### src/rtl/axi_multi_inval_filter.sv
// axi_multi_inval_filter
//   Multi-port, burst-aware write-invalidation filter. Sits between NrPorts
//   AXI write masters and the interconnect. Each AW burst accepted while
//   coherence is enabled produces one invalidation per L1 D-cache line it
//   touches. The matching B response is held back until every invalidation
//   for that burst has been acknowledged.
//
// Ports
//   clk_i, rst_i     clock, synchronous active-high reset
//   en_i             coherence enable, captured with each AW handshake
//   slv_req_i/resp_o upstream (master-facing) AXI port per channel index
//   mst_req_o/resp_i downstream (interconnect-facing) AXI port
//   inval_addr_o     line-aligned invalidation address
//   inval_valid_o    invalidation request valid (held until ready)
//   inval_ready_i    invalidation accepted
//   busy_o           any FIFO non-empty or invalidation in flight

package axi_multi_inval_pkg;
  typedef struct packed {
    logic [3:0]  id;
    logic [63:0] addr;
    logic [7:0]  len;
    logic [2:0]  size;
    logic [1:0]  burst;
  } aw_chan_t;

  typedef aw_chan_t ar_chan_t;

  typedef struct packed {
    logic [63:0] data;
    logic [7:0]  strb;
    logic        last;
  } w_chan_t;

  typedef struct packed {
    logic [3:0] id;
    logic [1:0] resp;
  } b_chan_t;

  typedef struct packed {
    logic [3:0]  id;
    logic [63:0] data;
    logic [1:0]  resp;
    logic        last;
  } r_chan_t;

  typedef struct packed {
    aw_chan_t aw;
    logic     aw_valid;
    w_chan_t  w;
    logic     w_valid;
    logic     b_ready;
    ar_chan_t ar;
    logic     ar_valid;
    logic     r_ready;
  } req_t;

  typedef struct packed {
    logic    aw_ready;
    logic    ar_ready;
    logic    w_ready;
    b_chan_t b;
    logic    b_valid;
    r_chan_t r;
    logic    r_valid;
  } resp_t;
endpackage

module axi_multi_inval_filter
  import axi_multi_inval_pkg::*;
#(
  parameter int unsigned NrPorts     = 2,
  parameter int unsigned MaxTxns     = 4,
  parameter int unsigned AddrWidth   = 64,
  parameter int unsigned L1LineWidth = 16,
  parameter type aw_chan_t = axi_multi_inval_pkg::aw_chan_t,
  parameter type req_t     = axi_multi_inval_pkg::req_t,
  parameter type resp_t    = axi_multi_inval_pkg::resp_t
) (
  input  logic                 clk_i,
  input  logic                 rst_i,
  input  logic                 en_i,
  input  req_t                 slv_req_i  [NrPorts],
  output resp_t                slv_resp_o [NrPorts],
  output req_t                 mst_req_o  [NrPorts],
  input  resp_t                mst_resp_i [NrPorts],
  output logic [AddrWidth-1:0] inval_addr_o,
  output logic                 inval_valid_o,
  input  logic                 inval_ready_i,
  output logic                 busy_o
);

  localparam int unsigned LineShift = $clog2(L1LineWidth);
  localparam int unsigned LineW     = AddrWidth - LineShift;
  // Widest burst is 256 beats of 128 bytes; one extra bit covers an
  // unaligned start spilling into one more line.
  localparam int unsigned NlW       = $clog2(256 * 128 / L1LineWidth) + 1;
  localparam int unsigned DoneW     = $clog2(MaxTxns) + 1;
  localparam int unsigned CntW      = $clog2(MaxTxns + 1);
  localparam int unsigned PtrW      = (MaxTxns > 1) ? $clog2(MaxTxns) : 1;
  localparam int unsigned PortW     = (NrPorts > 1) ? $clog2(NrPorts) : 1;

  localparam logic [1:0] BurstFixed = 2'b00;
  localparam logic [1:0] BurstWrap  = 2'b10;

  typedef enum logic {IDLE, ISSUE} state_e;

  // Number of bytes covered by one burst.
  function automatic logic [15:0] span_bytes(input logic [7:0] len,
                                             input logic [2:0] size,
                                             input logic [1:0] burst);
    if (burst == BurstFixed) return 16'd1 << size;
    return ({8'd0, len} + 16'd1) << size;
  endfunction

  // WRAP bursts cover the window aligned down to the total burst size.
  function automatic logic [AddrWidth-1:0] span_start(input logic [AddrWidth-1:0] addr,
                                                      input logic [15:0]          bytes,
                                                      input logic [1:0]           burst);
    logic [AddrWidth-1:0] mask;
    mask = AddrWidth'(bytes) - AddrWidth'(1);
    return (burst == BurstWrap) ? (addr & ~mask) : addr;
  endfunction

  // Line count uses one extra address bit so a span crossing the top of
  // the address space still counts every line.
  function automatic logic [NlW-1:0] span_nlines(input logic [AddrWidth-1:0] start,
                                                 input logic [15:0]          bytes);
    logic [AddrWidth:0] last_byte;
    logic [AddrWidth:0] n;
    last_byte = {1'b0, start} + (AddrWidth+1)'(bytes) - (AddrWidth+1)'(1);
    n = (last_byte >> LineShift) - ({1'b0, start} >> LineShift) + (AddrWidth+1)'(1);
    return NlW'(n);
  endfunction

  logic [LineW-1:0] fifo_line [NrPorts][MaxTxns];
  logic [NlW-1:0]   fifo_nl   [NrPorts][MaxTxns];
  logic             fifo_en   [NrPorts][MaxTxns];
  logic [PtrW-1:0]  wptr      [NrPorts];
  logic [PtrW-1:0]  rptr      [NrPorts];
  logic [CntW-1:0]  count     [NrPorts];
  logic [DoneW-1:0] done_cnt  [NrPorts];

  logic [NrPorts-1:0] full, nonempty, done_nz, aw_hs, b_hs, pop;
  logic [LineW-1:0]   push_line [NrPorts];
  logic [NlW-1:0]     push_nl   [NrPorts];
  aw_chan_t           aw_in     [NrPorts];

  state_e           state_q, state_d;
  logic [PortW-1:0] rr_q, rr_d, sel_q, sel_d, pick;
  logic [LineW-1:0] line_q, line_d;
  logic [NlW-1:0]   rem_q, rem_d;
  logic             found;

  // Channel pass-through with AW and B gating, plus entry computation.
  always_comb begin
    full     = '0;
    nonempty = '0;
    done_nz  = '0;
    aw_hs    = '0;
    b_hs     = '0;
    for (int p = 0; p < NrPorts; p++) begin
      full[p]     = (count[p] == CntW'(MaxTxns));
      nonempty[p] = (count[p] != '0);
      done_nz[p]  = (done_cnt[p] != '0);

      mst_req_o[p]          = slv_req_i[p];
      mst_req_o[p].aw_valid = slv_req_i[p].aw_valid & ~full[p];
      mst_req_o[p].b_ready  = slv_req_i[p].b_ready & done_nz[p];

      slv_resp_o[p]          = mst_resp_i[p];
      slv_resp_o[p].aw_ready = mst_resp_i[p].aw_ready & ~full[p];
      slv_resp_o[p].b_valid  = mst_resp_i[p].b_valid & done_nz[p];

      aw_hs[p] = slv_req_i[p].aw_valid & mst_resp_i[p].aw_ready & ~full[p];
      b_hs[p]  = mst_resp_i[p].b_valid & slv_req_i[p].b_ready & done_nz[p];

      aw_in[p]     = slv_req_i[p].aw;
      push_line[p] = LineW'(span_start(AddrWidth'(aw_in[p].addr),
                                       span_bytes(aw_in[p].len, aw_in[p].size, aw_in[p].burst),
                                       aw_in[p].burst) >> LineShift);
      push_nl[p]   = span_nlines(span_start(AddrWidth'(aw_in[p].addr),
                                            span_bytes(aw_in[p].len, aw_in[p].size, aw_in[p].burst),
                                            aw_in[p].burst),
                                 span_bytes(aw_in[p].len, aw_in[p].size, aw_in[p].burst));
    end
  end

  // Invalidation FSM: next state and pop decisions.
  always_comb begin
    state_d = state_q;
    rr_d    = rr_q;
    sel_d   = sel_q;
    line_d  = line_q;
    rem_d   = rem_q;
    pop     = '0;
    found   = 1'b0;
    pick    = '0;
    unique case (state_q)
      IDLE: begin
        for (int unsigned i = 0; i < NrPorts; i++) begin
          if (!found && nonempty[(32'(rr_q) + i) % NrPorts]) begin
            found = 1'b1;
            pick  = PortW'((32'(rr_q) + i) % NrPorts);
          end
        end
        if (found) begin
          if (!fifo_en[pick][rptr[pick]]) begin
            // Coherence was off for this burst: retire it immediately.
            pop[pick] = 1'b1;
          end else begin
            sel_d   = pick;
            line_d  = fifo_line[pick][rptr[pick]];
            rem_d   = fifo_nl[pick][rptr[pick]];
            state_d = ISSUE;
          end
        end
      end
      ISSUE: begin
        if (inval_ready_i) begin
          if (rem_q > NlW'(1)) begin
            line_d = line_q + LineW'(1);
            rem_d  = rem_q - NlW'(1);
          end else begin
            pop[sel_q] = 1'b1;
            rr_d       = (32'(sel_q) == NrPorts - 1) ? '0 : sel_q + PortW'(1);
            state_d    = IDLE;
          end
        end
      end
      default: state_d = IDLE;
    endcase
  end

  assign inval_valid_o = (state_q == ISSUE);
  assign inval_addr_o  = (state_q == ISSUE) ? (AddrWidth'(line_q) << LineShift) : '0;
  assign busy_o        = (|nonempty) | (state_q == ISSUE);

  // Control state: FSM, arbitration pointer, FIFO pointers, done counters.
  always_ff @(posedge clk_i) begin
    if (rst_i) begin
      state_q <= IDLE;
      rr_q    <= '0;
      for (int p = 0; p < NrPorts; p++) begin
        wptr[p]     <= '0;
        rptr[p]     <= '0;
        count[p]    <= '0;
        done_cnt[p] <= '0;
      end
    end else begin
      state_q <= state_d;
      rr_q    <= rr_d;
      for (int p = 0; p < NrPorts; p++) begin
        if (aw_hs[p]) wptr[p] <= (32'(wptr[p]) == MaxTxns - 1) ? '0 : wptr[p] + PtrW'(1);
        if (pop[p])   rptr[p] <= (32'(rptr[p]) == MaxTxns - 1) ? '0 : rptr[p] + PtrW'(1);
        unique case ({aw_hs[p], pop[p]})
          2'b10:   count[p] <= count[p] + CntW'(1);
          2'b01:   count[p] <= count[p] - CntW'(1);
          default: count[p] <= count[p];
        endcase
        unique case ({pop[p], b_hs[p]})
          2'b10:   done_cnt[p] <= done_cnt[p] + DoneW'(1);
          2'b01:   done_cnt[p] <= done_cnt[p] - DoneW'(1);
          default: done_cnt[p] <= done_cnt[p];
        endcase
      end
    end
  end

  // Datapath registers (no reset needed; qualified by control state).
  always_ff @(posedge clk_i) begin
    line_q <= line_d;
    rem_q  <= rem_d;
    sel_q  <= sel_d;
    for (int p = 0; p < NrPorts; p++) begin
      if (aw_hs[p]) begin
        fifo_line[p][wptr[p]] <= push_line[p];
        fifo_nl[p][wptr[p]]   <= push_nl[p];
        fifo_en[p][wptr[p]]   <= en_i;
      end
    end
  end

endmodule

### config.mk
export PLATFORM = sky130hd
export DESIGN_NAME = axi_multi_inval_filter
export DESIGN_NICKNAME = d
export VERILOG_FILES = /design/src/rtl/axi_multi_inval_filter.sv
export SDC_FILE = /design/constraint.sdc
export NUM_CORES = 1
export LEC_CHECK = 0
export ABC_CLOCK_PERIOD_IN_PS = 10100
export CAP_MARGIN = 40
export CORE_AREA = 10 10 526 528
export CTS_CLUSTER_DIAMETER = 100
export DETAILED_ROUTE_END_ITERATION = 10
export DIE_AREA = 0 0 536 538
export DONT_BUFFER_PORTS = 1
export PLACE_DENSITY_LB_ADDON = 0.25
export SYNTH_ARGS = -nofsm -noshare
export SYNTH_HDL_FRONTEND = slang
export SYNTH_SLANG_ARGS = --single-unit
### constraint.sdc
create_clock -name clk_i -period 10.1 [get_ports clk_i]
set_input_delay 2.525 -clock clk_i [delete_from_list [all_inputs] [get_ports clk_i]]
set_output_delay 2.525 -clock clk_i [all_outputs]
set_load 0.03 [all_outputs]
==> results of run 1 <==
## sequential cells by signal, indices dropped and copies added, names as in the netlist, 4 cells and up
signal	cells
count	6
done_cnt	6
fifo_en	8
fifo_line	480
fifo_nl	96
line_q	60
rem_q	12
rptr	4
wptr	4
## power by group
group / internal (mW) / total (mW) / switching [mW]
clock: 1.56 / 2.74 / 1.18
sequential: 3.82 / 4.10 / 0.279
combinational: 1.39 / 4.21 / 2.83
total: 6.77 / 11.1 / 4.29
## cells in the mapped netlist, drive strengths merged (4+ instances only)
cell type,number,area [µm²]
o22ai,13,87.58
xor2,64,560.5
a211oi,119,910.9
nor3,42,231.5
mux2,6,67.56
ha,102,1276
nor4,8,50.05
o31ai,13,102.6
buf,673,4972
nor2,100,375.4
mux4,64,1441
or4,6,48.80
edfxtp,677,20330
o21ai,79,395.4
and3,27,171.4
inv,106,397.9
nand2,242,908.4
and2,201,1257
a311oi,56,490.5
or2,10,62.56
nor2b,44,275.3
nand2b,16,100.1
o21a,15,112.6
o211ai,10,75.07
fa,4,80.08
xnor2,81,716.9
mux2i,81,814.5
a31oi,6,52.55
nor4b,5,58.80
nand3,44,220.2
nor3b,5,37.54
o31a,4,36.29
nand4,24,162.7
a21boi,6,48.80
a22oi,5,37.54
a21o,9,67.56
and4,6,55.05
o41ai,5,51.30
o21bai,17,127.6
or3,8,50.05
a21oi,113,569.3
clkbuf,102,389.1
a2111oi,8,76.32
## final timing paths
path | startpoint | end | slack, ns | cells after the start
hold reg to reg | rr_q | rr_q | 0.56 | 2
setup reg to reg | count[0][0] | done_cnt[1][2] | 5.29 | 13
hold / removal | rr_q | rr_q | 0.56 | 2
setup / recovery | slv_req_i[404] | fifo_nl[0][23] | 2.10 | 25
## area by class of cell
type                            instances  share of cell area [%]
Inverter                              106                  0.9780
Clock inverter                         36                   1.100
Sequential cell                       679                   49.76
Clock buffer                           95                   4.765
Tap cell                             3552                   10.86
Timing Repair Buffer                   55                   1.256
Multi-Input combinational cell       1714                   31.22
Antenna cell                           11                 0.06724
## logic make-up after synthesis
group	share of synthesized area, %
compound gates	9.200
xor+xnor	3.292
fa+ha+maj	3.496
buf+inv	14.84
flops	52.50
mux	5.988
other cells	0.009665
simple gates	10.67
## layout by cell type (no fill, tap or decap), types with 8 or more instances in the layout
cell	n
sky130_fd_sc_hd__a211oi_1	117
sky130_fd_sc_hd__xnor2_1	80
sky130_fd_sc_hd__a21o_1	9
sky130_fd_sc_hd__nand2b_1	16
sky130_fd_sc_hd__buf_4	35
sky130_fd_sc_hd__o21bai_1	15
sky130_fd_sc_hd__o21a_1	15
sky130_fd_sc_hd__ha_1	102
sky130_fd_sc_hd__clkinv_1	10
sky130_fd_sc_hd__a21oi_1	112
sky130_fd_sc_hd__o31ai_1	12
sky130_fd_sc_hd__nor2_1	100
sky130_fd_sc_hd__buf_2	11
sky130_fd_sc_hd__and3_1	17
sky130_fd_sc_hd__clkinv_2	11
sky130_fd_sc_hd__inv_1	105
sky130_fd_sc_hd__a311oi_1	56
sky130_fd_sc_hd__clkbuf_1	19
sky130_fd_sc_hd__nor4_1	8
sky130_fd_sc_hd__o22ai_1	12
sky130_fd_sc_hd__o211ai_1	10
sky130_fd_sc_hd__clkbuf_16	74
sky130_fd_sc_hd__and2_0	11
sky130_fd_sc_hd__and2_1	190
sky130_fd_sc_hd__xor2_1	64
sky130_fd_sc_hd__mux2i_1	78
sky130_fd_sc_hd__nand4_1	22
sky130_fd_sc_hd__diode_2	11
sky130_fd_sc_hd__and3_4	8
sky130_fd_sc_hd__mux4_2	64
sky130_fd_sc_hd__or3_1	8
sky130_fd_sc_hd__nor2b_1	44
sky130_fd_sc_hd__nand2_1	242
sky130_fd_sc_hd__nor3_1	38
sky130_fd_sc_hd__o21ai_0	72
sky130_fd_sc_hd__edfxtp_1	677
sky130_fd_sc_hd__nand3_1	44
sky130_fd_sc_hd__or2_2	9
## metal layers
layer	track usage (%)	vias up	share of wire [%]	routed length, µm
met2	20.03	1195	45	85080
met5	2.065	-	0.55	1034
met3	11.66	468	20	37680
met4	4.227	36	4.2	7863
met1	10.99	10770	30	57240
li1	-	9971	-	-
## per-stage QoR
stage | hold slack (ns) | instances | area (µm²) | setup slack (ns) | utilization, %
2_1_floorplan | 0.4552 | 3274 | 38810 | 2.299 | -
3_3_place_gp | 0.5429 | 6087 | 38290 | 1.415 | 14.37
3_5_place_dp | 0.5553 | 6106 | 38510 | 1.437 | 14.45
4_1_cts | 0.5678 | 6237 | 40910 | 2.148 | 15.35
5_1_grt | 0.6043 | 6245 | 40930 | 1.516 | 15.36
6_report | 0.5573 | 6248 | 40940 | 2.103 | 15.36
## worst max-delay path: stages
cell	delay, ns
sky130_fd_sc_hd__ha_1	0.21
sky130_fd_sc_hd__and3_2	0.20
sky130_fd_sc_hd__xnor2_1	0.21
sky130_fd_sc_hd__o31ai_1	0.09
sky130_fd_sc_hd__a32o_1	0.26
sky130_fd_sc_hd__o21ai_0	0.50
sky130_fd_sc_hd__xor2_1	0.13
sky130_fd_sc_hd__o21ai_0	0.43
sky130_fd_sc_hd__xnor2_1	0.13
sky130_fd_sc_hd__ha_1	0.38
sky130_fd_sc_hd__a21o_1	0.20
sky130_fd_sc_hd__a21oi_1	0.19
sky130_fd_sc_hd__o32ai_1	0.16
sky130_fd_sc_hd__o41ai_1	0.66
sky130_fd_sc_hd__nor2b_1	0.13
sky130_fd_sc_hd__o21a_1	0.21
sky130_fd_sc_hd__nor2_1	0.11
sky130_fd_sc_hd__xor2_1	0.22
sky130_fd_sc_hd__xor2_1	0.10
sky130_fd_sc_hd__ha_1	0.35
sky130_fd_sc_hd__nor3_1	0.06
sky130_fd_sc_hd__or3_1	0.39
sky130_fd_sc_hd__o21ai_0	0.22
sky130_fd_sc_hd__xnor2_1	0.11
sky130_fd_sc_hd__xnor2_1	0.28
==> flow_metrics.py, run 1 <==
metrics = {
    "run_status": {
        "outcome": "completed",
    },
    "die": {
        "die_area_um2": 288400,
        "boundaryPins": 1358,
        "die_w_um": 536,
        "die_h_um": 538,
        "start_util_pct": 14.56,
        "num_rows": 190,
        "floorplan.core_area_um2": 266500,
    },
    "clock_network": {
        "ctsResizeCount": 0,
        "cts_root_buf": "sky130_fd_sc_hd__clkbuf_16",
        "number_of_buffers_added_by_the_clock_tree_synthesis_step": 73,
        "clk_pin_slew_ns": 0.06,
        "cts_max_path_buffers": 3,
        "cts.sinks": 679,
        "tritoncts": "done",
        "worst_skew_pair.late_latency_ns": 0.67,
        "number_of_buffers_inserted_for_hold_repair_after_clock_tree_synthesis": 0,
        "cts_setup_buffers": 0,
        "cts_htree_levels": 3,
    },
    "setup_path": {
        "crit_type": "in -> reg",
        "worstSetupStartpointType": "primary input",
        "crit_path_end_kind": "flip-flop",
        "req_time_crit_path_ns": 10.55,
        "path_max_fanout": 8,
        "arrival_ns": 8.45,
    },
    "timing": {
        "setup_violations": 0,
        "slew_viol_final": 0,
        "timing.slew.headroom_pct": 36.66,
        "rsz_0062_raised_after_global_routing": "false",
        "timing.fmax_mhz": 125.0,
        "fin_crit_sh_pct": 79.18,
        "clock-skew-final_ns": 0.02649,
        "period_needed_ns": 7.997,
        "hold_viol_final": 0,
        "fin_setup_tns_ns": 0,
        "tightest_slew_ns": 0.9438,
    },
    "global_routing": {
        "grt_first_pass_wirelength_mm": 238.5,
        "grt_usage_pct": 12.51,
        "first_global_vias": 22190,
        "grt_antenna_before_repair": 99,
        "maximum_number_of_pins_on_one_net_before_global_route_repair": 115,
        "globalRoute.totalOverflow": 0,
    },
    "run": {
        "max_cap_check_violation_count": 0,
    },
    "routing": {
        "routed_wirelength_mm": 188.9,
        "detailroute.via_count": 22440,
        "route.antenna.remaining_nets": 0,
        "drt_pass1_iterations": 5,
        "routedWlPerCell_um": 30.23,
        "drc_violation_count_after_routing": 0,
        "route.detailed.vias_per_inst": 3.592,
        "initialDrtViolationCount": 1319,
    },
    "power": {
        "ir_worst_vdd_mv": 0.1322,
        "cellLeakagePower_nw": 12.78,
        "design_power_total_mw": 11.06,
        "powerDensity_nw_per_um2": 270.1,
    },
    "layout": {
        "share_of_layout_cells_above_drive_strength_1_pct": 10.50,
        "area_growth_pct": 5.514,
        "number_of_nets_in_the_layout": 3383,
        "nFillCells": 29460,
        "regArea_um2": 20370,
        "footprint_of_the_multi_input_gates_um2": 12780,
    },
    "yosys": {
        "synth_ff_type": "sky130_fd_sc_hd__edfxtp_1",
        "asyncSetResetFlopFracSynth_pct": 0,
        "synthesis.area_um2": 38800,
        "number_of_synthesized_flops_with_an_enable_pin": 677,
        "synth-warning-count": 0,
        "post_synth.cell_area_avg_um2": 11.86,
        "syn_inst": 3271,
        "synth_cell_types": 101,
        "synth-seq-cells": 679,
        "synth_seq_area_share_pct": 52.50,
    },
    "place": {
        "post-dp-hpwl_mm": 152.6,
        "io_buffer_count": 0,
        "gp_routability_congestion": 0.7344,
    },
    "worst_hold_path": {
        "timing.hold.worst.class": "reg -> reg",
    },
}
No activity file was read; power rests on OpenSTA's default activity.
==> run 2: changes to the inputs <==
Settings changed: ABC_CLOCK_PERIOD_IN_PS 10100 to 8100.
Clock period 10.1 ns to 8.1 ns, I/O delays scaled along.
==> run 2 against run 1 <==
Clock skew is 0.0020 ns higher. Non-clock buffer count is 17 higher. Cell count grew 0.35%. Critical endpoint is now fifo_nl[0][11]. Largest power group unchanged.
==> flow_metrics.py, run 2 (synthesis gave the netlist of run 1 again) <==
metrics = {
    "run_status": {
        "outcome": "completed",
    },
    "layout": {
        "number_of_nets_in_the_layout": 3400,
        "area_growth_pct": 5.946,
        "post-route-cell-area_um2": 41110,
        "largest_register_ffs": 480,
        "layout.cells.most_common": "sky130_fd_sc_hd__edfxtp_1",
        "share_of_layout_cells_above_drive_strength_1_pct": 11.39,
        "highest_count_cells_in_the_layout_ignoring_fill_and_taps": "sky130_fd_sc_hd__edfxtp_1, sky130_fd_sc_hd__nand2_1, sky130_fd_sc_hd__and2_1",
        "nFillCells": 29390,
        "postLayoutCoreUtil_pct": 15.43,
    },
    "place": {
        "io_buffer_count": 0,
        "post-dp-hpwl_mm": 152.6,
        "preCtsSetupSlack_ns": 0.2761,
        "gp_routability_congestion": 0.7224,
        "placed_cell_area_um2": 38690,
    },
    "power": {
        "intPower_mw": 8.468,
        "power_switching_share_pct": 38.91,
        "net-switching-power_mw": 5.393,
        "p_comb_share_pct": 38.3,
        "power.share.clock_pct": 24.8,
        "flop_pwr_share_pct": 36.9,
        "cellLeakagePower_nw": 12.87,
        "powerDensity_nw_per_um2": 337.2,
        "ir_worst_vdd_mv": 0.2045,
    },
    "global_routing": {
        "maximum_number_of_pins_on_one_net_before_global_route_repair": 142,
        "grt_antenna_before_repair": 100,
        "grt_usage_pct": 12.62,
        "globalRoute.totalOverflow": 0,
        "grt_first_pass_wirelength_mm": 241.0,
        "first_global_vias": 22530,
    },
    "timing": {
        "slew_viol_final": 0,
        "period_needed_ns": 7.109,
        "setup_violations": 0,
        "timing.fmax_mhz": 140.7,
        "whs_ns": 0.5766,
        "fin_crit_sh_pct": 87.77,
        "clock-skew-final_ns": 0.02849,
        "timing.slew.headroom_pct": 35.67,
        "fin_ws_ns": 0.9909,
        "rsz_0062_raised_after_global_routing": "false",
        "hold_viol_final": 0,
        "tightest_slew_ns": 0.9585,
        "fin_setup_tns_ns": 0,
    },
    "routing": {
        "drt_pass1_iterations": 5,
        "route.antenna.remaining_nets": 0,
        "route.detailed.vias_per_inst": 3.603,
        "routed_wirelength_mm": 190.0,
        "detailroute.via_count": 22590,
        "routedWlPerCell_um": 30.31,
        "drc_violation_count_after_routing": 0,
        "initialDrtViolationCount": 1422,
    },
    "die": {
        "boundaryPins": 1358,
        "die_h_um": 538,
        "die_area_um2": 288400,
        "num_rows": 190,
        "start_util_pct": 14.56,
        "floorplan.core_area_um2": 266500,
        "die_w_um": 536,
    },
    "setup_path": {
        "arrival_ns": 7.58,
        "cp_num_cells": 26,
        "reg2reg_depth": 16,
        "path_max_fanout": 8,
        "crit_path_end_kind": "flip-flop",
        "critical-path-top-cell-by-count": "sky130_fd_sc_hd__ha_1",
        "critical_path.reg2reg.startpoint": "count[1][0]",
        "crit_type": "in -> reg",
        "reg2reg_setup_slack_ns": 3.07,
        "critPathMaxStageDelay_ns": 0.46,
        "critical-path-top-delay-family": "compound AO/OA/AOI/OAI gates",
        "master_of_the_slowest_instance_on_the_critical_path": "sky130_fd_sc_hd__fa_1",
        "timing.rr.end": "count[1][1]",
        "req_time_crit_path_ns": 8.57,
        "worstSetupStartpointType": "primary input",
        "buffering_stage_count_on_the_worst_path_with_inverters_included": 3,
    },
    "run": {
        "max_cap_check_violation_count": 0,
    },
    "clock_network": {
        "cts_htree_levels": 3,
        "tritoncts": "done",
        "number_of_buffers_added_by_the_clock_tree_synthesis_step": 73,
        "ctsResizeCount": 0,
        "worst_skew_pair.late_latency_ns": 0.67,
        "cts_setup_buffers": 0,
        "cts_max_path_buffers": 3,
        "cts.sinks": 679,
        "clk_pin_slew_ns": 0.06,
        "cts_root_buf": "sky130_fd_sc_hd__clkbuf_16",
        "number_of_buffers_inserted_for_hold_repair_after_clock_tree_synthesis": 0,
    },
    "worst_hold_path": {
        "min_delay_worst_endpoint": "rr_q",
        "min_from": "rr_q",
        "timing.hold.worst.class": "reg -> reg",
        "hold-path-cell-count": 2,
    },
}
## run 2: worst max-delay path by stage
stage | startpoint | to | slack (ns)
finish | slv_req_i[404] | fifo_nl[0][11] | 0.99
CTS | slv_req_i[404] | fifo_nl[0][11] | 0.98
detailed placement | slv_req_i[404] | fifo_nl[0][23] | 0.28
floorplan | slv_req_i[404] | fifo_nl[0][11] | 0.80
global placement | slv_req_i[404] | fifo_nl[0][11] | 0.38
global route | slv_req_i[160] | fifo_nl[1][35] | 0.33
## run 2: power by group through the flow
stage | combinational [mW] | sequential [mW] | clock (mW)
2_1_floorplan | 4.09 | 5.07 | 0
3_3_place_gp | 5.41 | 5.19 | 0
3_5_place_dp | 5.52 | 5.19 | 0
4_1_cts | 5.54 | 5.12 | 3.56
5_1_grt | 5.87 | 5.17 | 3.71
6_report | 5.30 | 5.12 | 3.44
## run 2: worst min-delay path, stage by stage, from the launching register on
cell                      delay (ns)
sky130_fd_sc_hd__dfxtp_1        0.35
sky130_fd_sc_hd__a21oi_1        0.14
sky130_fd_sc_hd__nor2_1         0.05
## run 2: final cells by class
type / count / area [µm²] / area share (%)
repair buffers: 72 / 690.7 / 1.680
inverters: 106 / 400.4 / 0.9740
multi-input cells: 1714 / 12780 / 31.09
flip-flops and latches: 679 / 20370 / 49.56
clock buffers: 87 / 1922 / 4.675
clock inverters: 45 / 460.4 / 1.120
diodes: 15 / 37.54 / 0.09131
well taps: 3552 / 4444 / 10.81
## run 2: routing by layer
layer	part of all wire, %	track usage, %	vias up
met5	0.31	1.016	-
met4	4.2	4.106	40
met3	20	11.97	457
met2	45	20.06	1165
met1	31	11.25	10910
li1	-	-	10020
## run 2: metrics by stage
step                      std cells  total power [mW]
after detailed placement       6123             10.72
after global placement         6104             10.61
after global routing           6259             14.76
final                          6270             13.86
after floorplan                3274             9.158
after CTS                      6255             14.22
==> run 3: changes to the inputs <==
Settings changed: CORE_AREA 10 10 526 528 to 10 10 515 517, CTS_CLUSTER_SIZE set to 25, DIE_AREA 0 0 536 538 to 0 0 525 527, SETUP_SLACK_MARGIN set to 0.2.
==> run 3 against run 2 <==
Sequential share of layout area up 2.1 points. Die area down 4.1%. Non-clock buffer count down 3. Clock power down 45%. Critical path type unchanged. Largest cell class unchanged. Sequential power down 0.8%. Cell count down 4.0%. Clock skew up 0.00055 ns. Wire length up 2.4%. Worst setup slack better by 0.054 ns.
==> flow_metrics.py, run 3 (synthesis gave the netlist of run 1 again) <==
metrics = {
    "run_status": {
        "outcome": "completed",
    },
    "timing": {
        "timing.fmax_mhz": 141.7,
        "clock-skew-final_ns": 0.02904,
        "tightest_slew_ns": 0.8820,
        "fin_setup_tns_ns": 0,
        "rsz_0062_raised_after_global_routing": "false",
        "slew_viol_final": 0,
        "period_needed_ns": 7.055,
        "setup_violations": 0,
        "timing.slew.headroom_pct": 40.80,
        "fin_crit_sh_pct": 87.10,
        "hold_viol_final": 0,
    },
    "clock_network": {
        "number_of_buffers_added_by_the_clock_tree_synthesis_step": 31,
        "cts_setup_buffers": 0,
        "cts.sinks": 679,
        "cts_root_buf": "sky130_fd_sc_hd__clkbuf_16",
        "number_of_buffers_inserted_for_hold_repair_after_clock_tree_synthesis": 0,
        "worst_skew_pair.late_latency_ns": 0.71,
        "cts_htree_levels": 1,
        "tritoncts": "done",
        "cts_max_path_buffers": 3,
        "clk_pin_slew_ns": 0.10,
        "ctsResizeCount": 0,
    },
    "power": {
        "powerDensity_nw_per_um2": 311.6,
        "cellLeakagePower_nw": 12.13,
        "ir_worst_vdd_mv": 0.2107,
    },
    "routing": {
        "drt_pass1_iterations": 5,
        "routed_length_on_met2_mm": 85.90,
        "routed_wirelength_mm": 194.7,
        "routedWlPerCell_um": 32.35,
        "drc_violation_count_after_routing": 0,
        "detailroute.via_count": 22320,
        "met3RoutedLength_mm": 41.81,
        "routed.top_layer": "met5",
        "route.detailed.vias_per_inst": 3.709,
        "wirelength_met1_mm": 60.18,
        "initialDrtViolationCount": 1312,
        "route.antenna.remaining_nets": 0,
    },
    "layout": {
        "postLayoutCoreUtil_pct": 15.44,
        "highest_count_cells_in_the_layout_ignoring_fill_and_taps": "sky130_fd_sc_hd__edfxtp_1, sky130_fd_sc_hd__nand2_1, sky130_fd_sc_hd__and2_1",
        "area_growth_pct": 1.616,
        "nFillCells": 28140,
        "largest_register_ffs": 480,
        "number_of_nets_in_the_layout": 3355,
        "share_of_layout_cells_above_drive_strength_1_pct": 8.795,
        "layout.cells.most_common": "sky130_fd_sc_hd__edfxtp_1",
    },
    "place": {
        "gp_routability_congestion": 0.7364,
        "io_buffer_count": 0,
        "post-dp-hpwl_mm": 159.5,
    },
    "global_routing": {
        "maximum_number_of_pins_on_one_net_before_global_route_repair": 136,
        "grt_antenna_before_repair": 95,
        "grt_usage_pct": 13.38,
        "globalRoute.totalOverflow": 0,
        "first_global_vias": 22110,
        "grt_first_pass_wirelength_mm": 245.4,
    },
    "worst_hold_path": {
        "hold-path-cell-count": 2,
        "timing.hold.worst.class": "reg -> reg",
    },
    "die": {
        "num_rows": 186,
        "die_area_um2": 276700,
        "boundaryPins": 1358,
        "die_w_um": 525,
        "die_h_um": 527,
        "floorplan.core_area_um2": 255300,
        "start_util_pct": 15.20,
    },
    "run": {
        "max_cap_check_violation_count": 0,
    },
    "setup_path": {
        "worstSetupStartpointType": "primary input",
        "crit_path_end_kind": "flip-flop",
        "req_time_crit_path_ns": 8.60,
        "critical_path.reg2reg.startpoint": "count[0][2]",
        "arrival_ns": 7.55,
        "crit_type": "in -> reg",
        "reg2reg_setup_slack_ns": 3.43,
        "critPathCapture": "fifo_nl[1][35]",
        "path_max_fanout": 7,
        "critPathLaunch": "slv_req_i[164]",
        "reg2reg_depth": 10,
        "timing.rr.end": "line_q[34]",
    },
}
==> run 3: changes by cell type in the layout (fill, tap and decap cells not counted), sizes merged <==
cell      before  now
clkinv        27    1
clkbuf        87   44
diode         15   19
buf           72   69
clkinvlp       5    1
inv          112  107
bufinv         7    0
==> run 3: layout make-up <==
class / count / area (µm²) / area share, %
sequential: 679 / 20370 / 51.67
multi-input combinational: 1714 / 12790 / 32.44
tap: 3384 / 4234 / 10.74
clock buffer: 44 / 834.6 / 2.117
timing repair buffer: 69 / 704.4 / 1.787
inverter: 106 / 400.4 / 1.015
antenna: 19 / 47.55 / 0.1206
clock inverter: 3 / 43.79 / 0.1111
==> run 3: metrics by stage <==
step	cells	total power [mW]	setup WS, ns	cell area (µm²)	hold slack (ns)
finish	6018	12.29	1.045	39430	0.5535
global route	6008	13.13	0.5192	39400	0.5849
CTS	5998	12.64	1.076	39380	0.5598
detailed placement	5951	10.72	0.3741	38500	0.5406
global placement	5938	10.64	0.3332	38260	0.5285
floorplan	3274	9.158	0.7992	38810	0.4552
==> run 3: how the worst min path moves through the flow <==
stage / startpoint / slack [ns] / to
4_1_cts: rr_q / 0.56 / rr_q
3_3_place_gp: rr_q / 0.53 / rr_q
6_report: rr_q / 0.55 / rr_q
2_1_floorplan: rr_q / 0.46 / rr_q
5_1_grt: rr_q / 0.58 / rr_q
3_5_place_dp: rr_q / 0.54 / rr_q
==> run 3: worst max-delay path: stages <==
cell	delay [ns]
sky130_fd_sc_hd__ha_1	0.21
sky130_fd_sc_hd__xnor2_1	0.18
sky130_fd_sc_hd__a221oi_1	0.55
sky130_fd_sc_hd__a2111oi_0	0.21
sky130_fd_sc_hd__or3_1	0.39
sky130_fd_sc_hd__a21boi_2	0.19
sky130_fd_sc_hd__nand2_1	0.11
sky130_fd_sc_hd__xor2_1	0.06
sky130_fd_sc_hd__o21ai_0	0.28
sky130_fd_sc_hd__xor2_1	0.13
sky130_fd_sc_hd__ha_1	0.26
sky130_fd_sc_hd__or4_1	0.51
sky130_fd_sc_hd__o22ai_1	0.15
sky130_fd_sc_hd__a21oi_1	0.12
sky130_fd_sc_hd__a21oi_1	0.26
sky130_fd_sc_hd__inv_1	0.07
sky130_fd_sc_hd__a21oi_1	0.17
sky130_fd_sc_hd__xnor2_1	0.17
sky130_fd_sc_hd__xnor2_1	0.10
sky130_fd_sc_hd__ha_1	0.33
sky130_fd_sc_hd__inv_1	0.08
sky130_fd_sc_hd__nor2_1	0.06
sky130_fd_sc_hd__o41ai_1	0.32
sky130_fd_sc_hd__o21ai_0	0.18
sky130_fd_sc_hd__xnor2_1	0.16
sky130_fd_sc_hd__xnor2_1	0.28
==> run 3: metal layers <==
metal  global-route usage (%)  vias up
met4                    2.573       54
met5                    2.802        -
met2                    21.18     1184
li1                         -     9854
met3                    13.56      395
met1                    11.98    10830
==> run 3: power by group <==
part / internal [mW] / switching (mW)
registers: 4.76 / 0.321
clock network: 0.729 / 1.16
logic: 1.77 / 3.55
total: 7.26 / 5.03
